## config.mk

```make
export PLATFORM = sky130hd
export DESIGN_NAME = sd_image_server
export DESIGN_NICKNAME = d
export VERILOG_FILES = /design/src/rtl/sd_image_server_pkg.sv /design/src/rtl/edge_det.sv /design/src/rtl/sd_image_server.sv
export SDC_FILE = /design/constraint.sdc
export NUM_CORES = 1
export LEC_CHECK = 0
export ABC_AREA = 1
export BUFFER_PORTS_ARGS = -buffer_cell sky130_fd_sc_hd__buf_2
export CAP_MARGIN = 10
export CELL_PAD_IN_SITES_DETAIL_PLACEMENT = 0
export CELL_PAD_IN_SITES_GLOBAL_PLACEMENT = 2
export CORE_UTILIZATION = 24
export DETAILED_ROUTE_END_ITERATION = 8
export GPL_TIMING_DRIVEN = 0
export PLACE_DENSITY_LB_ADDON = 0.1
export SYNTH_ARGS = -nofsm -noshare
export SYNTH_HDL_FRONTEND = slang
export SYNTH_SLANG_ARGS = --single-unit
export TNS_END_PERCENT = 5
```

## constraint.sdc

```tcl
create_clock -name clk_sys -period 2.72 [get_ports clk_sys]
set_input_delay 0.816 -clock clk_sys [delete_from_list [all_inputs] [get_ports clk_sys]]
set_output_delay 0.816 -clock clk_sys [all_outputs]
set_load 0.02 [all_outputs]
```

## src/rtl/sd_image_server_pkg.sv

```systemverilog
// Shared types and constants for the SD image server: FSM states and sector geometry.
package sd_image_server_pkg;

    typedef enum logic [3:0] {
        IDLE, ACK, RD_REQ, RD_WAIT, RD_PUT, WR_ADDR, WR_REQ, WR_WAIT, DONE
    } state_e;

    localparam int         SECTOR_BYTES  = 512;
    localparam logic [7:0] FILL_BYTE_DEF = 8'hE5;

endpackage

```

## src/rtl/edge_det.sv

```systemverilog
// Rising-edge detector; stays quiet for the first cycle after reset so a level
// already high at release is not mistaken for a new request.
module edge_det (
    input  logic clk_i,
    input  logic rst_i,
    input  logic sig_i,
    output logic rise_o
);

    logic prev_q;
    logic armed_q;

    always_ff @(posedge clk_i or posedge rst_i) begin
        if (rst_i) begin
            prev_q  <= 1'b0;
            armed_q <= 1'b0;
        end else begin
            prev_q  <= sig_i;
            armed_q <= 1'b1;
        end
    end

    assign rise_o = armed_q & sig_i & ~prev_q;

endmodule

```

## src/rtl/sd_image_server.sv

```systemverilog
// Serves 512-byte sectors for two virtual SD drives out of a byte-wide image
// memory; out-of-range or unmounted accesses are answered without touching memory.
module sd_image_server
    import sd_image_server_pkg::*;
#(
    parameter int         LBA_W     = 11,
    parameter logic [7:0] FILL_BYTE = FILL_BYTE_DEF
) (
    input  logic                 clk_sys,
    input  logic                 reset,
    input  logic [31:0]          sd_lba,
    input  logic [1:0]           sd_rd,
    input  logic [1:0]           sd_wr,
    output logic [1:0]           sd_ack,
    output logic [8:0]           sd_buff_addr,
    output logic [7:0]           sd_buff_dout,
    output logic                 sd_buff_wr,
    input  logic [7:0]           sd_buff_din,
    input  logic [1:0]           img_mounted,
    input  logic [63:0]          img_size,
    output logic [LBA_W+9:0]     mem_addr,
    output logic                 mem_rd,
    output logic                 mem_wr,
    output logic [7:0]           mem_wdata,
    input  logic [7:0]           mem_rdata,
    input  logic                 mem_ready
);

    localparam logic [LBA_W:0] MAX_CNT = {1'b1, {LBA_W{1'b0}}};
    localparam logic [8:0]     LAST    = 9'(SECTOR_BYTES - 1);

    logic [1:0] rd_rise, wr_rise;

    for (genvar g = 0; g < 2; g++) begin : g_edge
        edge_det u_rd (.clk_i(clk_sys), .rst_i(reset), .sig_i(sd_rd[g]), .rise_o(rd_rise[g]));
        edge_det u_wr (.clk_i(clk_sys), .rst_i(reset), .sig_i(sd_wr[g]), .rise_o(wr_rise[g]));
    end

    // Sector count per drive, saturated so oversize images still address the full window.
    logic [54:0]             sz_sec;
    logic [LBA_W:0]          sat_cnt;
    logic [1:0][LBA_W:0]     cnt_q;
    logic                    unused_size_lsbs;

    assign sz_sec           = img_size[63:9];
    assign sat_cnt          = (sz_sec > 55'(MAX_CNT)) ? MAX_CNT : sz_sec[LBA_W:0];
    assign unused_size_lsbs = ^img_size[8:0];

    always_ff @(posedge clk_sys or posedge reset) begin
        if (reset) begin
            cnt_q <= '0;
        end else begin
            for (int d = 0; d < 2; d++)
                if (img_mounted[d]) cnt_q[d] <= sat_cnt;
        end
    end

    state_e           state_q, state_d;
    logic [1:0]       pend_q, pend_d, pwr_q, pwr_d, ack_q, ack_d;
    logic             drv_q, drv_d, wr_q, wr_d, oor_q, oor_d, mem_wr_q, mem_wr_d;
    logic [LBA_W-1:0] lba_q, lba_d;
    logic [8:0]       idx_q, idx_d;
    logic [7:0]       data_q, data_d, wdata_q, wdata_d;

    always_comb begin
        state_d  = state_q;
        pend_d   = pend_q;
        pwr_d    = pwr_q;
        ack_d    = ack_q;
        drv_d    = drv_q;
        wr_d     = wr_q;
        oor_d    = oor_q;
        lba_d    = lba_q;
        idx_d    = idx_q;
        data_d   = data_q;
        wdata_d  = wdata_q;
        mem_wr_d = 1'b0;

        // Read wins when both edges land together; repeat edges on a pending drive are dropped.
        for (int d = 0; d < 2; d++) begin
            if (!pend_q[d] && (rd_rise[d] || wr_rise[d])) begin
                pend_d[d] = 1'b1;
                pwr_d[d]  = ~rd_rise[d];
            end
        end

        unique case (state_q)
            IDLE: begin
                if (pend_q[0]) begin
                    drv_d = 1'b0; wr_d = pwr_q[0]; pend_d[0] = 1'b0; state_d = ACK;
                end else if (pend_q[1]) begin
                    drv_d = 1'b1; wr_d = pwr_q[1]; pend_d[1] = 1'b0; state_d = ACK;
                end
            end
            ACK: begin
                lba_d        = sd_lba[LBA_W-1:0];
                oor_d        = (|sd_lba[31:LBA_W]) ||
                               ({1'b0, sd_lba[LBA_W-1:0]} >= cnt_q[drv_q]);
                ack_d[drv_q] = 1'b1;
                idx_d        = '0;
                state_d      = wr_q ? WR_ADDR : RD_REQ;
            end
            RD_REQ: begin
                if (oor_q) begin
                    data_d  = FILL_BYTE;
                    state_d = RD_PUT;
                end else begin
                    state_d = RD_WAIT;
                end
            end
            RD_WAIT: begin
                if (mem_ready) begin
                    data_d  = mem_rdata;
                    state_d = RD_PUT;
                end
            end
            RD_PUT: begin
                if (idx_q == LAST) state_d = DONE;
                else begin idx_d = idx_q + 9'd1; state_d = RD_REQ; end
            end
            WR_ADDR: state_d = WR_REQ;
            WR_REQ: begin
                if (oor_q) begin
                    if (idx_q == LAST) state_d = DONE;
                    else begin idx_d = idx_q + 9'd1; state_d = WR_ADDR; end
                end else begin
                    wdata_d  = sd_buff_din;
                    mem_wr_d = 1'b1;
                    state_d  = WR_WAIT;
                end
            end
            WR_WAIT: begin
                if (mem_ready) begin
                    if (idx_q == LAST) state_d = DONE;
                    else begin idx_d = idx_q + 9'd1; state_d = WR_ADDR; end
                end
            end
            DONE: begin
                ack_d   = '0;
                state_d = IDLE;
            end
            default: state_d = IDLE;
        endcase
    end

    always_ff @(posedge clk_sys or posedge reset) begin
        if (reset) begin
            state_q  <= IDLE;
            pend_q   <= '0;
            pwr_q    <= '0;
            ack_q    <= '0;
            drv_q    <= 1'b0;
            wr_q     <= 1'b0;
            oor_q    <= 1'b0;
            lba_q    <= '0;
            idx_q    <= '0;
            data_q   <= '0;
            wdata_q  <= '0;
            mem_wr_q <= 1'b0;
        end else begin
            state_q  <= state_d;
            pend_q   <= pend_d;
            pwr_q    <= pwr_d;
            ack_q    <= ack_d;
            drv_q    <= drv_d;
            wr_q     <= wr_d;
            oor_q    <= oor_d;
            lba_q    <= lba_d;
            idx_q    <= idx_d;
            data_q   <= data_d;
            wdata_q  <= wdata_d;
            mem_wr_q <= mem_wr_d;
        end
    end

    assign sd_ack       = ack_q;
    assign sd_buff_addr = idx_q;
    assign sd_buff_dout = data_q;
    assign sd_buff_wr   = (state_q == RD_PUT);
    assign mem_rd       = (state_q == RD_REQ) && !oor_q;
    assign mem_wr       = mem_wr_q;
    assign mem_wdata    = wdata_q;
    assign mem_addr     = {drv_q, lba_q, idx_q};

endmodule

```

# After elaboration in Yosys (flattened, before gate mapping)
# Index checks and enable logic that the tools add are counted.
[op_classes]
n_addsub = 1
order_cmp = 4
reduce_logical = 21
muxes = 35
mul = 0
n_eq_ne = 14
div_mod_pow = 0
shift = 0
bitwise = 16
[op_table]
columns = ["op", "n"]
rows = [
  ["> comparator 55 x 12 -> 1 bit (second input constant)", 1],
  ["two-way mux 12 bit", 3],
  ["one-hot mux 9 bit (4 select lines)", 1],
  ["one-hot mux 4 bit (8 select lines)", 1],
  ["two-way mux 4 bit", 7],
  ["two-way mux 9 bit", 3],
  ["OR reduction 21 bit", 1],
  ["== test 4 x 3 -> 1 bit (second input constant)", 4],
  ["two-way mux 8 bit", 2],
  ["one-hot mux 8 bit (2 select lines)", 1],
  [">= comparator 11 x 12 -> 1 bit", 1],
  ["two-way mux 1 bit", 12],
  ["adder 9 x 1 -> 9 bit (second input constant)", 1],
  ["== test 9 bit (second input constant)", 1],
  ["AND reduction 3 bit", 3],
  ["AND 1 bit", 8],
  ["== test 4 x 2 -> 1 bit (second input constant)", 2],
  ["inequality test 2 bit (second input constant)", 4],
  ["NOT 1 bit", 7],
  ["two-way mux 3 bit", 2],
  ["nonzero test 2 bit", 3],
  ["== test 4 x 1 -> 1 bit (second input constant)", 1],
  ["== test 4 bit (second input constant)", 1],
  ["logical AND 1 bit", 4],
  ["12 further kinds", 17],
]
[word_totals]
latch_bits = 0
ram_bits = 0
memories = 0
output_inout_bits = 51
romBits = 0
ff_bits = 79

# Depth between registers and ports, before layout
# Gate-level depths: netlist (run 1).
[depth]
depth_word = 8
mapped_depth = 14
depth_no_buf = 13

# Hierarchy
# A second synthesis (run 1) with hierarchy kept.
[unflattened]
hier_cells = 569
hier_area_um2 = 4388.0
[modules_own_cells]
columns = ["mod", "area_per_inst_um2", "cells_per_inst", "n_inst", "seq_area_each_um2"]
rows = [
  ["sd_image_server", 4117.7, 545, 1, 1851.8],
  ["edge_det", 67.6, 6, 4, 50.0],
]

# Least setup slack after synthesis (run 1)
# OpenSTA, ideal clock, no wires.
[synth_path]
path_type = "reg-to-reg"
from = "register idx_q[0] (netlist: sd_buff_addr[0])"
to = "register idx_q[3] (netlist: sd_buff_addr[3])"
path_stages_with_launch = 11
path_buffers = 1
period_less_slack_ns = 1.810
arrival_ns = 1.693
setup_ns = 0.117
setup_slack_ns = 0.910
cell_sequence = "dfrtp_1 -> ha_1 -> nand4_1 -> nor3_1 -> ha_1 -> nand2_1 -> nand2_1 -> nor2_8 -> buf_8 -> nand3_1 -> nand2_1"
[synth_via]
elab_chain_cells = 4
word_cells_on_any_way = 6
classes_between = "1 x add/sub; 1 x eq/ne; 4 x mux"
[synth_lines]
columns = ["element", "line_no", "text"]
rows = [
  ["start: declaration", "sd_image_server.sv:62", "logic [8:0] idx_q, idx_d;"],
  ["start signal: assignment", "sd_image_server.sv:169", "idx_q <= idx_d;"],
  ["adder 9 x 1 -> 9 bit or == test 9 bit (tied branches)", "n/a", ""],
  ["two-way mux 9 bit *", "sd_image_server.sv:118, sd_image_server.sv:124, sd_image_server.sv:134", ""],
  ["two-way mux 9 bit, on equally long branches", "sd_image_server.sv:133, sd_image_server.sv:123", ""],
  ["one-hot mux 9 bit (4 select lines) *", "sd_image_server.sv:87", "unique case (state_q)"],
]
# Every way passes the cells marked *; elsewhere a longest branch is shown, timed or not. The select of a mux whose other input is x is not followed.
# A chain may end at the register's enable or synchronous reset.

# Worst setup path after layout (run 1)
[layout_path]
from = "register state_q[0]"
to = "output mem_rd"
[layout_via]
elab_chain_cells = 2
[layout_lines]
columns = ["element", "line_no", "text"]
rows = [
  ["start: declaration", "sd_image_server.sv:58", "state_e state_q, state_d;"],
  ["start signal: assignment", "sd_image_server.sv:161", "state_q <= state_d;"],
  ["== test 4 x 2 -> 1 bit", "sd_image_server.sv:180", "assign mem_rd = (state_q == RD_REQ) && !oor_q;"],
  ["logical AND 1 bit", "sd_image_server.sv:180", ""],
  ["end: declaration", "sd_image_server.sv:22", "output logic mem_rd,"],
]
# No other way between the ends.

==> impl_metrics.env, run 1 <==
export IMPL_status="complete, no violations"
export IMPL_vdd_drop_max_v=0.000404
export IMPL_grt_first_pass_wirelength_um=20600
export IMPL_endpoint_kind="output pin"
export IMPL_muxShareOfSynthArea=0.0232
export IMPL_rows=48
export IMPL_synth_seq_area_share=0.458
export IMPL_drc=0
export IMPL_cts_made_buffers=9
export IMPL_wl_per_cell_um=12.9
export IMPL_synth_net_count=691
export IMPL_fin_crit_sh=0.832
export IMPL_critPathKind="register to output pin"
export IMPL_ys_warn_count=0
export IMPL_vias_per_cell=4.26
export IMPL_cts_buffer_depth=2
export IMPL_rsz0062_at_grt="no"
export IMPL_crit_required_ns=1.90
export IMPL_synth_adder_area_share=0.0377
export IMPL_area_growth_pct=34.0
export IMPL_tightest_slew_ns=0.627
export IMPL_worst_clock_skew_ns=0.00976
export IMPL_synth_top_area_frac=0.458
export IMPL_max_cap_violations=0
export IMPL_port_buffers=162
export IMPL_powerDensity_nw_per_um2=782
export IMPL_antenna_found_initial=0
export IMPL_synth_area_um2=4320
export IMPL_die_x_um=136
export IMPL_cts_sinks=79
export IMPL_placed_area_um2=5450
export IMPL_dieArea_um2=18500
export IMPL_async_flop_share=1.00
export IMPL_drive_above_1_share=0.285
export IMPL_p_total_uw=4520
export IMPL_path_max_fanout=6
export IMPL_place_ws_ns=0.404
export IMPL_synth_edf_count=0
export IMPL_finalMaxSlewViolations=0
export IMPL_hp_class="register to register"
export IMPL_synth_distinct_cells=42
export IMPL_cts_resized=0
export IMPL_synth_top_family_by_area="simple AND/OR/NAND/NOR gates"
export IMPL_worst_r2r_cell_count=12
export IMPL_worst_setup_path_start_kind="register"
export IMPL_fp_dieH_um=136
export IMPL_synth_top_area_cell="dfrtp_1"
export IMPL_first_global_vias=4206
export IMPL_ant_nets=0
export IMPL_synthTopCellsByCount="186 x nand2_1, 79 x dfrtp_1, 78 x nor2_1"
export IMPL_cts_setup_buffers=0
export IMPL_cts_root_buf="clkbuf_16"
export IMPL_clk_pin_slew_ns=0.06
export IMPL_arrival_ns=1.45
export IMPL_tns_ns=0
export IMPL_setup_viol=0
export IMPL_antenna_cells=0
export IMPL_synth_main_ff_cell="dfrtp_1"
export IMPL_hold_buffers=0
export IMPL_synth_area_per_cell_um2=7.75
export IMPL_wirelength_um=12400
export IMPL_synth_seq_cells=79
export IMPL_leakagePower_uw=0.00308
export IMPL_firstDrtPassIters=4
export IMPL_cts_tree="yes"
export IMPL_vias=4095
export IMPL_cts_max_level=3
export IMPL_drtIter0Drc=180
export IMPL_dp_hpwl_um=9860
export IMPL_synth_compound_area_frac=0.0539
export IMPL_synth_xor_xnor_area_share=0.0122
export IMPL_synth_most_common_cell="nand2_1"
export IMPL_overflow=0
export IMPL_synth_top_cells_by_area="dfrtp_1 46%, nand2_1 16%, nor2_1 6.8%, inv_1 4.2%, ha_1 3.8%"
export IMPL_gr_usage_all_layers=0.144
export IMPL_synthSimpleGateAreaFrac=0.335
export IMPL_period_minus_slack_ns=2.26
export IMPL_whs_path_depth=2
export IMPL_nets=866
export IMPL_initial_core_util=0.248
export IMPL_clkLatencyLatePin_ns=0.35
export IMPL_fill_cells=1973
export IMPL_fin_ws_ns=0.456
export IMPL_fp_coreArea_um2=17400
export IMPL_place_congestion=0.757
export IMPL_io_pins=172
export IMPL_slew_headroom=0.582
export IMPL_hold_violations=0
export IMPL_synthCells=557
export IMPL_max_freq_ghz=0.442
export IMPL_grt_max_degree=34
export IMPL_design_area_um2=5780
## registers in the layout, indices dropped and copies added, names as in the netlist
name and flops:
state_q 4, sd_buff_dout 8, g_edge.u_wr.armed_q 1, sd_ack 2, drv_q 1, sd_buff_addr 9, mem_wdata 8, cnt_q 24
pend_q 2, mem_wr 1, g_edge.u_wr.prev_q 2, oor_q 1, g_edge.u_rd.prev_q 2, pwr_q 2, wr_q 1, lba_q 11
## worst max-delay path, cell delays in order, from the launching register on
cell and delay [ns]:
dfrtp_1 0.45, inv_1 0.09, nand2_2 0.08, inv_1 0.08, nand3_1 0.14, inv_1 0.11, buf_2 0.16
## cell families after synthesis
logic type / after synthesis
muxes: 10
AOI/OAI and AO/OA: 34
DFF: 79
adders and majority gates: 13
buffers and inverters: 76
other: 1
xor gates and xnor gates: 6
and+or+nand+nor: 338
## cells in the final DEF, fill, tap and decap left out, types with 7 or more instances in the layout
| master | netlist | layout |
|---|---|---|
| nand2_1 | 186 | 186 |
| buf_2 | 1 | 163 |
| dfrtp_1 | 79 | 79 |
| nor2_1 | 78 | 78 |
| inv_1 | 48 | 47 |
| nand4_1 | 26 | 26 |
| nand3_1 | 23 | 23 |
| ha_1 | 13 | 13 |
| clkbuf_1 | 9 | 10 |
| mux2i_1 | 10 | 10 |
| buf_4 | 10 | 10 |
| clkbuf_16 | 0 | 9 |
| nor3_1 | 8 | 8 |
| o21ai_0 | 7 | 7 |
| a21oi_1 | 7 | 7 |
## per-stage QoR
step | util | hold slack (ns) | cells
floorplan | - | 0.449 | 557
detailed placement | 0.313 | 0.454 | 946
global route | 0.332 | 0.500 | 962
CTS | 0.332 | 0.469 | 962
finish | 0.332 | 0.463 | 962
global placement | 0.311 | 0.456 | 944
## worst paths after layout
| kind | slack, ns | endpoint | from |
|---|---|---|---|
| max | 0.46 | mem_rd | state_q[0]$_DFFE_PP0P_ |
| max in group asynchronous | 1.62 | g_edge[1].u_wr.armed_q$_DFF_PP0_ | reset |
| min | 0.46 | lba_q[1]$_DFFE_PP0P_ | lba_q[1]$_DFFE_PP0P_ |
| max reg2reg | 0.47 | oor_q$_DFFE_PP0P_ | drv_q$_DFFE_PP0P_ |
| min in group asynchronous | 0.54 | sd_buff_dout[0]$_DFFE_PP0P_ | reset |
| min reg2reg | 0.46 | lba_q[1]$_DFFE_PP0P_ | lba_q[1]$_DFFE_PP0P_ |
## cell type report
type	count	area [um2]	share of cell area
Inverter	52	199	0.0344
Buffer	24	148	0.0255
Clock inverter	4	76.3	0.0132
Tap cell	225	282	0.0487
Multi-Input combinational cell	402	2000	0.345
Clock buffer	12	256	0.0443
Sequential cell	79	1980	0.342
Timing Repair Buffer	164	851	0.147
## per-layer routing
layer,vias up,part of all wire,global-route usage
met5,-,0,0
met4,0,0.012,0.0426
met3,11,0.042,0.0306
met2,91,0.49,0.251
met1,1860,0.45,0.177
li1,2133,-,-
## report_power, final
group | internal, uW | total, uW | leakage [uW] | switching [uW]
clock network | 858 | 1360 | 0.000159 | 501
registers | 1410 | 1590 | 0.000967 | 176
logic | 572 | 1580 | 0.00195 | 1000
total | 2840 | 4520 | 0.00308 | 1680
No activity file was read; power rests on OpenSTA's default activity.
==> run 2, diff against run 1 <==
CORE_UTILIZATION = 26   (was 24)
clock period = 2.15 ns   (was 2.72 ns; I/O delays follow)
==> impl_metrics.env, run 2 (synthesis results as in run 1) <==
export IMPL_drtIter0Drc=135
export IMPL_worst_setup_path_start_kind="register"
export IMPL_swShare=0.385
export IMPL_powerDensity_nw_per_um2=966
export IMPL_drc=0
export IMPL_largest_register="cnt_q"
export IMPL_cts_max_level=3
export IMPL_vias_per_cell=4.32
export IMPL_p_seq_frac=0.366
export IMPL_placed_area_um2=5440
export IMPL_cts_root_buf="clkbuf_16"
export IMPL_cp_num_buf_inv=4
export IMPL_cts_buffer_depth=2
export IMPL_hold_violations=0
export IMPL_path_depth=6
export IMPL_hp_class="input pin to asynchronous set/reset pin"
export IMPL_grt_first_pass_wirelength_um=19600
export IMPL_clk_pin_slew_ns=0.06
export IMPL_slowest_delay_ns=0.45
export IMPL_worst_r2r_setup_slack_ns=0.20
export IMPL_endpoint_kind="output pin"
export IMPL_place_ws_ns=-0.110
export IMPL_port_buffers=162
export IMPL_cp_common_cell="inv_1"
export IMPL_nets=865
export IMPL_share_comb_of_total_power=0.359
export IMPL_rsz0062_at_grt="no"
export IMPL_period_minus_slack_ns=2.01
export IMPL_tightest_slew_ns=0.542
export IMPL_firstDrtPassIters=4
export IMPL_ant_nets=0
export IMPL_path_max_fanout=6
export IMPL_max_cap_violations=0
export IMPL_largest_reg_flops=24
export IMPL_wl_per_cell_um=12.7
export IMPL_regArea_um2=1980
export IMPL_grt_max_degree=35
export IMPL_worst_clock_skew_ns=0.0122
export IMPL_clkLatencyLatePin_ns=0.34
export IMPL_switchingPower_uw=2130
export IMPL_vdd_drop_max_v=0.000486
export IMPL_finalMaxSlewViolations=0
export IMPL_design_area_um2=5740
export IMPL_critPathKind="register to output pin"
export IMPL_multi_input_area_um2=2000
export IMPL_fill_cells=1783
export IMPL_fp_dieH_um=131
export IMPL_crit_chain="inv_1, nand2_2, inv_1, nand3_2, inv_1, buf_4"
export IMPL_first_global_vias=4131
export IMPL_max_freq_ghz=0.497
export IMPL_arrival_ns=1.37
export IMPL_setup_viol=0
export IMPL_crit_required_ns=1.50
export IMPL_place_congestion=0.796
export IMPL_layout_common_cells="186 x nand2_1, 161 x buf_2, 78 x nor2_1, 77 x dfrtp_1, 47 x inv_1"
export IMPL_wirelength_um=12100
export IMPL_initial_core_util=0.269
export IMPL_drive_above_1_share=0.288
export IMPL_fp_coreArea_um2=16100
export IMPL_die_x_um=131
export IMPL_fin_ws_ns=0.139
export IMPL_p_int_uw=3410
export IMPL_fin_crit_sh=0.935
export IMPL_overflow=0
export IMPL_area_growth_pct=32.9
export IMPL_antenna_cells=0
export IMPL_dp_hpwl_um=9590
export IMPL_io_pins=172
export IMPL_clockPowerShare=0.275
export IMPL_status="complete, no violations"
export IMPL_antenna_found_initial=0
export IMPL_vias=4105
export IMPL_worst_r2r_cell_count=10
export IMPL_leakagePower_uw=0.00305
export IMPL_slew_headroom=0.638
export IMPL_gr_usage_all_layers=0.149
export IMPL_cts_sinks=79
export IMPL_crit_family="flip-flops"
export IMPL_rows=46
export IMPL_cts_made_buffers=9
export IMPL_dieArea_um2=17100
export IMPL_hold_buffers=0
export IMPL_cts_tree="yes"
export IMPL_crit_slowest_cell="dfrtp_2"
export IMPL_final_common_cell="nand2_1"
export IMPL_tns_ns=0
## run 2: cell types whose count changed in the layout (fill, tap and decap cells not counted)
cell / previous run / this run
nand3_1: 23 / 22
nand3_2: 2 / 3
dfrtp_2: 0 / 2
clkbuf_1: 10 / 9
buf_2: 163 / 161
bufinv_16: 2 / 1
buf_4: 10 / 12
clkbuf_8: 2 / 0
clkinv_2: 0 / 1
clkinvlp_4: 2 / 3
dfrtp_1: 79 / 77
## run 2: layer usage
metal | up-vias | GRT usage | part of all wire
li1 | 2125 | - | -
met1 | 1886 | 0.175 | 0.45
met2 | 85 | 0.273 | 0.51
met3 | 9 | 0.0305 | 0.036
met4 | 0 | 0.0426 | 0.0097
met5 | - | 0 | 0
## run 2: path summary, 6_finish.rpt
path	startpoint	end
setup reg to reg	sd_buff_addr[0]$_DFFE_PP0P_	sd_buff_addr[7]$_DFFE_PP0P_
max in group asynchronous	reset	drv_q$_DFFE_PP0P_
hold reg to reg	lba_q[7]$_DFFE_PP0P_	lba_q[7]$_DFFE_PP0P_
setup / recovery	state_q[0]$_DFFE_PP0P_	mem_rd
min in group clk_sys	sd_rd[0]	g_edge[0].u_rd.prev_q$_DFF_PP0_
hold / removal	reset	sd_buff_dout[7]$_DFFE_PP0P_
## run 2: worst register-to-register path, cell delays in order, from the launching register on
cell and delay [ns]:
dfrtp_1 0.41, ha_1 0.27, nand4_1 0.12, nor3_1 0.19
ha_1 0.24, nand2_1 0.09, nand2_1 0.18, nor2_8 0.08
buf_8 0.15, nand3_2 0.07, nand2_1 0.04
## run 2: what timing repair did
item,CTS,global route
setup endpoints to repair,1,2
setup buffers,0,0
gates resized for setup,1,4
## run 2: through the flow
stage,hold WS (ns),utilization,power (uW),std cells
finish,0.321,0.357,5540,951
global route,0.335,0.357,5920,951
CTS,0.323,0.357,5630,951
detailed placement,0.459,0.339,4080,937
global placement,0.454,0.336,4040,935
floorplan,0.449,-,3360,557
## run 2: power groups by stage
stage / Clock [uW] / Sequential [uW] / Combinational (uW)
2_1_floorplan: 0 / 2230 / 1130
3_3_place_gp: 0 / 2030 / 2010
3_5_place_dp: 0 / 2030 / 2040
4_1_cts: 1580 / 2030 / 2030
5_1_grt: 1640 / 2070 / 2210
6_report: 1520 / 2030 / 1990
## run 2: area by class of cell
| type | instances | area share |
|---|---|---|
| Clock inverter | 5 | 0.0103 |
| Sequential cell | 79 | 0.345 |
| Inverter | 52 | 0.0347 |
| Clock buffer | 10 | 0.0399 |
| Multi-Input combinational cell | 402 | 0.349 |
| Buffer | 23 | 0.0255 |
| Tap cell | 216 | 0.0471 |
| Timing Repair Buffer | 164 | 0.149 |
==> run 3, diff against run 2 <==
clock period = 2.17 ns   (was 2.15 ns; I/O delays follow)
==> impl_metrics.env, run 3 (synthesis results as in run 1) <==
export IMPL_area_growth_pct=32.9
export IMPL_antenna_found_initial=0
export IMPL_path_max_fanout=6
export IMPL_setup_viol=0
export IMPL_arrival_ns=1.38
export IMPL_tns_ns=0
export IMPL_worst_clock_skew_ns=0.0122
export IMPL_cts_tree="yes"
export IMPL_p_int_uw=3380
export IMPL_vias=4105
export IMPL_clkLatencyLatePin_ns=0.34
export IMPL_rsz0062_at_grt="no"
export IMPL_period_minus_slack_ns=2.03
export IMPL_initial_core_util=0.269
export IMPL_finalMaxSlewViolations=0
export IMPL_drive_above_1_share=0.288
export IMPL_vdd_drop_max_v=0.000482
export IMPL_layout_common_cells="186 x nand2_1, 162 x buf_2, 78 x nor2_1, 77 x dfrtp_1, 47 x inv_1"
export IMPL_place_congestion=0.796
export IMPL_worst_setup_path_start_kind="register"
export IMPL_nets=865
export IMPL_final_cells=951
export IMPL_vias_per_cell=4.32
export IMPL_drtIter0Drc=135
export IMPL_hp_class="input pin to asynchronous set/reset pin"
export IMPL_hold_buffers=0
export IMPL_largest_reg_flops=24
export IMPL_grt_util_met3=0.0305
export IMPL_design_area_um2=5730
export IMPL_fp_coreArea_um2=16100
export IMPL_gr_usage_all_layers=0.149
export IMPL_crit_required_ns=1.52
export IMPL_switchingPower_uw=2110
export IMPL_p_seq_frac=0.366
export IMPL_swShare=0.385
export IMPL_cts_made_buffers=9
export IMPL_cts_root_buf="clkbuf_16"
export IMPL_port_buffers=162
export IMPL_cts_max_level=3
export IMPL_antenna_cells=0
export IMPL_share_comb_of_total_power=0.359
export IMPL_critPathKind="register to output pin"
export IMPL_powerDensity_nw_per_um2=957
export IMPL_ant_nets=0
export IMPL_first_global_vias=4131
export IMPL_top_usage_layer="met2"
export IMPL_cts_sinks=79
export IMPL_clk_pin_slew_ns=0.06
export IMPL_rows=46
export IMPL_status="complete, no violations"
export IMPL_final_common_cell="nand2_1"
export IMPL_max_cap_violations=0
export IMPL_wirelength_um=12100
export IMPL_largest_register="cnt_q"
export IMPL_fin_crit_sh=0.937
export IMPL_endpoint_kind="output pin"
export IMPL_cts_setup_buffers=0
export IMPL_io_pins=172
export IMPL_slew_headroom=0.638
export IMPL_grt_first_pass_wirelength_um=19600
export IMPL_die_x_um=131
export IMPL_tightest_slew_ns=0.542
export IMPL_clockPowerShare=0.275
export IMPL_drc=0
export IMPL_placed_area_um2=5440
export IMPL_hold_violations=0
export IMPL_fp_dieH_um=131
export IMPL_dp_hpwl_um=9590
export IMPL_overflow=0
export IMPL_max_freq_ghz=0.492
export IMPL_cts_buffer_depth=2
export IMPL_placedCellCount=937
export IMPL_firstDrtPassIters=4
export IMPL_leakagePower_uw=0.00305
export IMPL_use_met1=0.175
export IMPL_grt_max_degree=35
export IMPL_dieArea_um2=17100
export IMPL_wl_per_cell_um=12.7
export IMPL_grt_util_met2=0.273
## run 3: cell counts in the layout (fill, tap and decap cells not counted)
No cell type changed its count.
## run 3: worst paths after layout
path / cells past startpoint / endpoint / startpoint / slack (ns)
worst max-delay path: 6 / mem_rd / state_q[0]$_DFFE_PP0P_ / 0.14
worst min-delay path: 2 / sd_buff_dout[7]$_DFFE_PP0P_ / reset / 0.33
worst max register to register: 10 / sd_buff_addr[7]$_DFFE_PP0P_ / sd_buff_addr[0]$_DFFE_PP0P_ / 0.22
worst min register to register: 2 / lba_q[7]$_DFFE_PP0P_ / lba_q[7]$_DFFE_PP0P_ / 0.47
max in group asynchronous: 3 / drv_q$_DFFE_PP0P_ / reset / 1.32
min in group clk_sys: 1 / g_edge[0].u_rd.prev_q$_DFF_PP0_ / sd_rd[0] / 0.43
## run 3: cell type report
class	count	area, um2
tap	216	270
multi-input combinational	402	2000
sequential	79	1980
inverter	52	199
clock inverter	5	58.8
fill	1785	10300
timing repair buffer	164	851
buffer	23	146
clock buffer	10	229
## run 3: worst max-delay path: stages (launching register included)
cell     delay, ns
dfrtp_2       0.45
inv_1         0.08
nand2_2       0.08
inv_1         0.10
nand3_2       0.10
inv_1         0.08
buf_2         0.16
## run 3: per-layer routing
layer,share of wire,wire length [um],vias up
met2,0.51,6100,85
met5,0,0,-
met4,0.0097,117,0
met1,0.45,5410,1886
li1,-,-,2125
met3,0.036,440,9
## run 3: power groups by stage
stage	Combinational (uW)	Clock, uW	Sequential (uW)
2_1_floorplan	1120	0	2210
3_3_place_gp	1990	0	2010
3_5_place_dp	2030	0	2010
4_1_cts	2010	1560	2010
5_1_grt	2190	1620	2050
6_report	1970	1510	2010
## run 3: what timing repair did
| action | CTS | global route |
|---|---|---|
| endpoints found under the setup margin | 1 | 2 |
| pin swaps | 0 | 0 |
| gates resized for setup | 1 | 3 |
## run 3: stage by stage
step	setup slack (ns)	util	total power [uW]	hold slack (ns)
floorplan	0.360	-	3330	0.449
global placement	-0.0864	0.336	4010	0.454
detailed placement	-0.0905	0.339	4040	0.459
CTS	0.0813	0.357	5580	0.329
global route	0.00736	0.357	5870	0.341
finish	0.136	0.357	5490	0.327
